File: src/rtl/enemy_scheduler_pkg.sv
// enemy_scheduler_pkg: shared game scene encodings, lane geometry and spawn interval helper
package enemy_scheduler_pkg;
  typedef enum logic [1:0] {SCENE_TITLE, SCENE_PLAY, SCENE_OVER, SCENE_RSVD} scene_t;
  typedef enum logic [1:0] {S_IDLE, S_COUNT, S_PICK, S_PENDING} state_t;
  localparam logic [1:0] SC_PLAY = SCENE_PLAY;
  localparam int N_LANES = 4;
  localparam int LANE_X0_DEF = 64;
  localparam int LANE_PITCH_DEF = 48;
  // Saturates at zero before applying the floor so high levels never wrap.
  function automatic logic [9:0] spawn_interval(input logic [4:0] level, input int base, input int step, input int min_iv);
    logic [9:0] sub;
    logic [9:0] diff;
    sub = 10'(int'(level) * step);
    diff = (10'(base) > sub) ? 10'(base) - sub : 10'd0;
    return (diff < 10'(min_iv)) ? 10'(min_iv) : diff;
  endfunction
endpackage

File: src/rtl/enemy_scheduler_rr_pick.sv
// rr_pick: combinational round-robin first-free finder starting at ptr
module rr_pick #(
  parameter int N = 4
) (
  input  logic [N-1:0] req,
  input  logic [2:0]   ptr,
  output logic [N-1:0] grant,
  output logic         found
);
  always_comb begin
    grant = '0;
    found = 1'b0;
    for (int i = 0; i < N; i++)
      for (int j = 0; j < N; j++)
        if (!found && req[j] && j == (int'(ptr) + i) % N) begin
          grant[j] = 1'b1;
          found = 1'b1;
        end
  end
endmodule

File: src/rtl/enemy_scheduler.sv
// enemy_scheduler: level-paced enemy spawner with round-robin slot allocation and LFSR lane choice
module enemy_scheduler
  import enemy_scheduler_pkg::*;
#(
  parameter int N_SLOTS       = 4,
  parameter int BASE_INTERVAL = 90,
  parameter int LEVEL_STEP    = 4,
  parameter int MIN_INTERVAL  = 20,
  parameter int LANE_X0       = LANE_X0_DEF,
  parameter int LANE_PITCH    = LANE_PITCH_DEF
) (
  input  logic               clk,
  input  logic               rst,
  input  logic               clk_en,
  input  logic [1:0]         scene,
  input  logic [4:0]         level,
  input  logic [N_SLOTS-1:0] slot_free,
  output logic [N_SLOTS-1:0] spawn,
  output logic [8:0]         spawn_X,
  output logic               spawned,
  output logic [3:0]         active_cnt
);
  state_t state;
  logic [7:0] tick_cnt;
  logic [2:0] rr_ptr;
  logic [2:0] nxt_ptr;
  logic [7:0] lfsr;
  logic [1:0] last_lane;
  logic [1:0] lane;
  logic [8:0] lane_x;
  logic [9:0] interval;
  logic tick_hit;
  logic [N_SLOTS-1:0] grant;
  logic found;
  rr_pick #(.N(N_SLOTS)) u_pick (
    .req  (slot_free),
    .ptr  (rr_ptr),
    .grant(grant),
    .found(found)
  );
  assign interval = spawn_interval(level, BASE_INTERVAL, LEVEL_STEP, MIN_INTERVAL);
  assign tick_hit = clk_en && ({2'b00, tick_cnt} + 10'd1 >= interval);
  // Never repeat the previous lane: bump a collision to the neighbouring lane.
  assign lane = (lfsr[1:0] == last_lane) ? lfsr[1:0] + 2'd1 : lfsr[1:0];
  assign lane_x = 9'(LANE_X0 + int'(lane) * LANE_PITCH);
  always_comb begin
    nxt_ptr = '0;
    for (int i = 0; i < N_SLOTS; i++)
      if (grant[i]) nxt_ptr = 3'((i + 1) % N_SLOTS);
  end
  always_ff @(posedge clk) begin
    if (rst) begin
      state <= S_IDLE;
      tick_cnt <= '0;
      rr_ptr <= '0;
      lfsr <= 8'hA5;
      last_lane <= '0;
      spawn <= '0;
      spawned <= 1'b0;
      spawn_X <= '0;
      active_cnt <= '0;
    end else begin
      lfsr <= {lfsr[6:0], lfsr[7] ^ lfsr[5] ^ lfsr[4] ^ lfsr[3]};
      spawn <= '0;
      spawned <= 1'b0;
      active_cnt <= 4'($countones(~slot_free));
      if (scene != SC_PLAY) begin
        state <= S_IDLE;
        tick_cnt <= '0;
      end else begin
        case (state)
          S_IDLE: begin
            tick_cnt <= '0;
            state <= S_COUNT;
          end
          S_COUNT:
            if (clk_en) begin
              tick_cnt <= tick_hit ? 8'd0 : tick_cnt + 8'd1;
              state <= tick_hit ? S_PICK : S_COUNT;
            end
          default:
            if (found) begin
              spawn <= grant;
              spawned <= 1'b1;
              spawn_X <= lane_x;
              last_lane <= lane;
              rr_ptr <= nxt_ptr;
              state <= S_COUNT;
            end else state <= S_PENDING;
        endcase
      end
    end
  end
endmodule

File: config.mk
export PLATFORM = sky130hd
export DESIGN_NAME = enemy_scheduler
export DESIGN_NICKNAME = d
export VERILOG_FILES = /design/src/rtl/enemy_scheduler_pkg.sv /design/src/rtl/enemy_scheduler_rr_pick.sv /design/src/rtl/enemy_scheduler.sv
export SDC_FILE = /design/constraint.sdc
export NUM_CORES = 1
export LEC_CHECK = 0
export CORE_MARGIN = 3
export CORE_UTILIZATION = 52
export CTS_CLUSTER_DIAMETER = 80
export CTS_CLUSTER_SIZE = 8
export DETAILED_ROUTE_END_ITERATION = 10
export PLACE_DENSITY = 0.79
export RECOVER_POWER = 25
export SETUP_SLACK_MARGIN = 0.05
export SKIP_LAST_GASP = 1
export SYNTH_ARGS = -nofsm -noshare
export SYNTH_HDL_FRONTEND = slang
export SYNTH_SLANG_ARGS = --single-unit
File: constraint.sdc
create_clock -name clk -period 3.63 [get_ports clk]
set_clock_uncertainty 0.05 [all_clocks]
set_input_delay 0.363 -clock clk [delete_from_list [all_inputs] [get_ports clk]]
set_output_delay 0.363 -clock clk [all_outputs]
set_load 0.05 [all_outputs]
==> flow_summary.json <==
{
  "wire_per_inst_um": 11.4,
  "slew_headroom_pct": 33.1,
  "path_clk_slew_ns": 0.11,
  "synth_cell_types": 44,
  "synth-compound-area-share_pct": 16.3,
  "die_w_um": 66.0,
  "grt_pass1_vias": 1317,
  "grt_pass1_wl_um": 5640,
  "fmaxAchievable_mhz": 339,
  "num_vias": 1475,
  "crit_fanout": 6,
  "dieArea_um2": 4350,
  "use_met1_pct": 23.3,
  "initial_core_util_pct": 55.1,
  "dp_hpwl_um": 2550,
  "synthMuxAreaShare_pct": 0,
  "end_kind": "flop",
  "pwr-share-clk_pct": 35.3,
  "synthCells": 220,
  "placed_area_um2": 2120,
  "ir_worst_vdd_mv": 0.160,
  "met3_usage_pct": 4.59,
  "post_cts_buffers": 0,
  "cts-resized-gates": 0,
  "fin_tns_setup_ns": 0,
  "swShare_pct": 26.3,
  "cp_cell_sequence": "clkdlybuf4s50_1, ha_1, nor2b_1, and3b_1, o211ai_1, nand3_1, or2_2, ha_1, or3_1, o211ai_4, nand2_1, a22o_1",
  "setup_viol": 0,
  "netlist_area_um2": 1870,
  "grt_usage_pct": 16.7,
  "hold_buffers": 0,
  "cts_buffers": 5,
  "cpPeakStageDelay_ns": 0.48,
  "synth_warnings": 0,
  "grt_max_degree": 26,
  "die_y_um": 66.0,
  "final_nets": 274,
  "viasPerCell": 5.05,
  "place.gp.congestion": 0.846,
  "crit_slowest_cell": "clkdlybuf4s50_1",
  "slew_violations": 0,
  "syn_to_final_growth_pct": 17.9,
  "crit_arrival_ns": 3.14,
  "htree_levels": 2,
  "clock_latency_ns": 0.33,
  "drive_gt1_share_pct": 8.13,
  "synth-adder-area-share_pct": 10.4,
  "seqPwrFrac_pct": 49.8,
  "crit_type": "input port to flop",
  "maxCapViolations": 0,
  "antenna_left": 0,
  "num_antenna_cells": 0,
  "holdCritPathClass": "flop to flop",
  "cp_data_required_time_ns": 3.82,
  "p_leak_nw": 0.893,
  "yosys.area_share.xor_xnor_pct": 4.22,
  "syn_area_per_cell_um2": 8.50,
  "drt_iter0_drc": 63,
  "p_per_area_nw_per_um2": 356,
  "crit_top_cell": "ha_1",
  "ys_seq_area_share_pct": 36.4,
  "synth_simple_gate_area_share_pct": 25.8,
  "combPwrFrac_pct": 14.9,
  "run_status": "finished clean",
  "cts_sinks": 34,
  "cts_buffer_depth": 2,
  "setup_ws_ns": 0.678,
  "top_usage_layer": "met2",
  "cts_root_buf": "clkbuf_4",
  "start_kind": "input port",
  "drt_pass1_iterations": 6,
  "fp.coreArea_um2": 3390,
  "finalCritPeriodShare_pct": 81.3,
  "rows": 21,
  "drt-total-wl_um": 3330,
  "worst_pin_slew_ns": 1.00,
  "final_area_um2": 2200,
  "remaining_drc_errors": 0,
  "overflow": 0,
  "internal-power_mw": 0.578,
  "numPortBuffers": 26,
  "place_worst_setup_slack_ns": 0.325,
  "synth_top_family_by_area": "simple AND/OR/NAND/NOR gates",
  "yosys_register_bits": 34,
  "pin_count": 32,
  "hold_viol_final": 0,
  "gr-usage-met2_pct": 24.5,
  "antenna_found_initial": 0,
  "p_sw_mw": 0.206,
  "cts_tree": "yes",
  "rsz0062_at_grt": "no",
  "fin_crit_ns": 2.95
}
-- final cells by class --
class / instances / area [um^2]
fillers: 299 / 1190
multi-input cells: 167 / 1080
flip-flops and latches: 34 / 681
repair buffers: 27 / 264
well taps: 46 / 57.6
clock inverters: 3 / 45.0
clock buffers: 5 / 37.5
inverters: 10 / 37.5
-- sequential cells by signal, indices dropped and copies added, names as in the netlist --
name        flops
active_cnt      3
last_lane       2
lfsr            8
rr_ptr          2
spawn           4
spawn_X         4
spawned         1
state           2
tick_cnt        8
-- critical path: cells and delay by family --
| family | cells | cell delay (ns) |
|---|---|---|
| adder cells (fa/ha/maj) | 2 | 0.50 |
| AO/OA/AOI/OAI | 3 | 0.62 |
| buffers and inverters | 1 | 0.48 |
| AND/OR/NAND/NOR | 6 | 1.18 |
-- Yosys cell counts (all sizes together) --
library cell  instances  share of area [%]
a211oi                3                1.2
nand2b                3                1.0
conb                  1               0.20
nand3                 8                2.1
or2                   8                2.7
inv                  10                2.0
and2                  2               0.67
o2111ai               3                1.4
clkbuf                3               0.60
o21ai                 9                2.4
nor3b                 1               0.40
nand2                28                5.8
o22ai                 2               0.67
xor2                  4                1.9
o211ai                2                1.5
xnor2                 5                2.3
or3                   1               0.33
nor2b                14                4.8
a22o                  4                1.9
and3                  7                2.6
nor2                 17                3.5
dfxtp                34                 36
a21boi                1               0.40
a31oi                 2                1.5
nand4                 1               0.33
a21oi                13                3.5
nor3                  4                1.1
fa                    1                1.1
buf                  10                3.9
a311oi                2               0.94
o221ai                2               0.94
ha                   14                9.4
and3b                 1               0.47
-- final timing paths --
| kind | start | end | slack [ns] | cells past startpoint |
|---|---|---|---|---|
| setup / recovery | level[0] | state[1] | 0.68 | 12 |
| hold / removal | lfsr[6] | lfsr[7] | 0.37 | 1 |
| setup reg to reg | tick_cnt[0] | tick_cnt[4] | 1.02 | 11 |
| hold reg to reg | lfsr[6] | lfsr[7] | 0.37 | 1 |
-- power by group through the flow --
stage	Sequential [mW]	Combinational [mW]	Clock (mW)
floorplan	0.410	0.0741	0
detailed placement	0.399	0.118	0
finish	0.390	0.117	0.276
CTS	0.390	0.119	0.288
global route	0.392	0.130	0.303
global placement	0.399	0.116	0
-- placed cells by master, fill, tap and decap left out, types with 2 or more instances in the layout --
cell,netlist,final
xor2_1,4,4
nand2b_1,3,3
nor2b_1,13,13
a21oi_1,13,13
a22o_1,4,4
a211oi_1,3,3
o2111ai_1,3,3
nor2_1,16,16
dfxtp_1,34,34
clkdlybuf4s50_1,0,25
nand3_1,8,8
nand2_1,27,27
and3_1,6,6
or2_2,6,6
o22ai_1,2,2
ha_1,14,14
nor3_1,4,4
o21ai_0,7,7
inv_1,10,10
conb_1,1,5
clkinvlp_4,0,2
o221ai_1,2,2
and2_1,2,2
a311oi_1,2,2
xnor2_1,5,5
o21ai_1,2,2
clkbuf_4,0,5
-- cells by family (layout without fill, tap and decap cells) --
family,count (synthesis),in the layout
simple gates,95,95
flops,34,34
xor+xnor,9,9
buf+inv,23,45
compound gates,43,43
fa+ha+maj,15,15
other cells,1,5
-- routing by layer --
| layer | part of all wire (%) | vias to the layer above |
|---|---|---|
| met1 | 50 | 655 |
| met4 | 0.96 | 0 |
| li1 | - | 794 |
| met5 | 0 | - |
| met3 | 3.4 | 4 |
| met2 | 45 | 22 |
-- metrics by stage --
step	util, %	hold WS (ns)	instances	power, mW
after global placement	62.7	0.348	284	0.515
final	65.0	0.372	292	0.784
after CTS	65.1	0.378	292	0.797
after global routing	65.0	0.387	292	0.824
after floorplan	-	0.339	224	0.484
after detailed placement	62.7	0.348	284	0.516
Note: power is estimated with default switching activity, not from simulation.
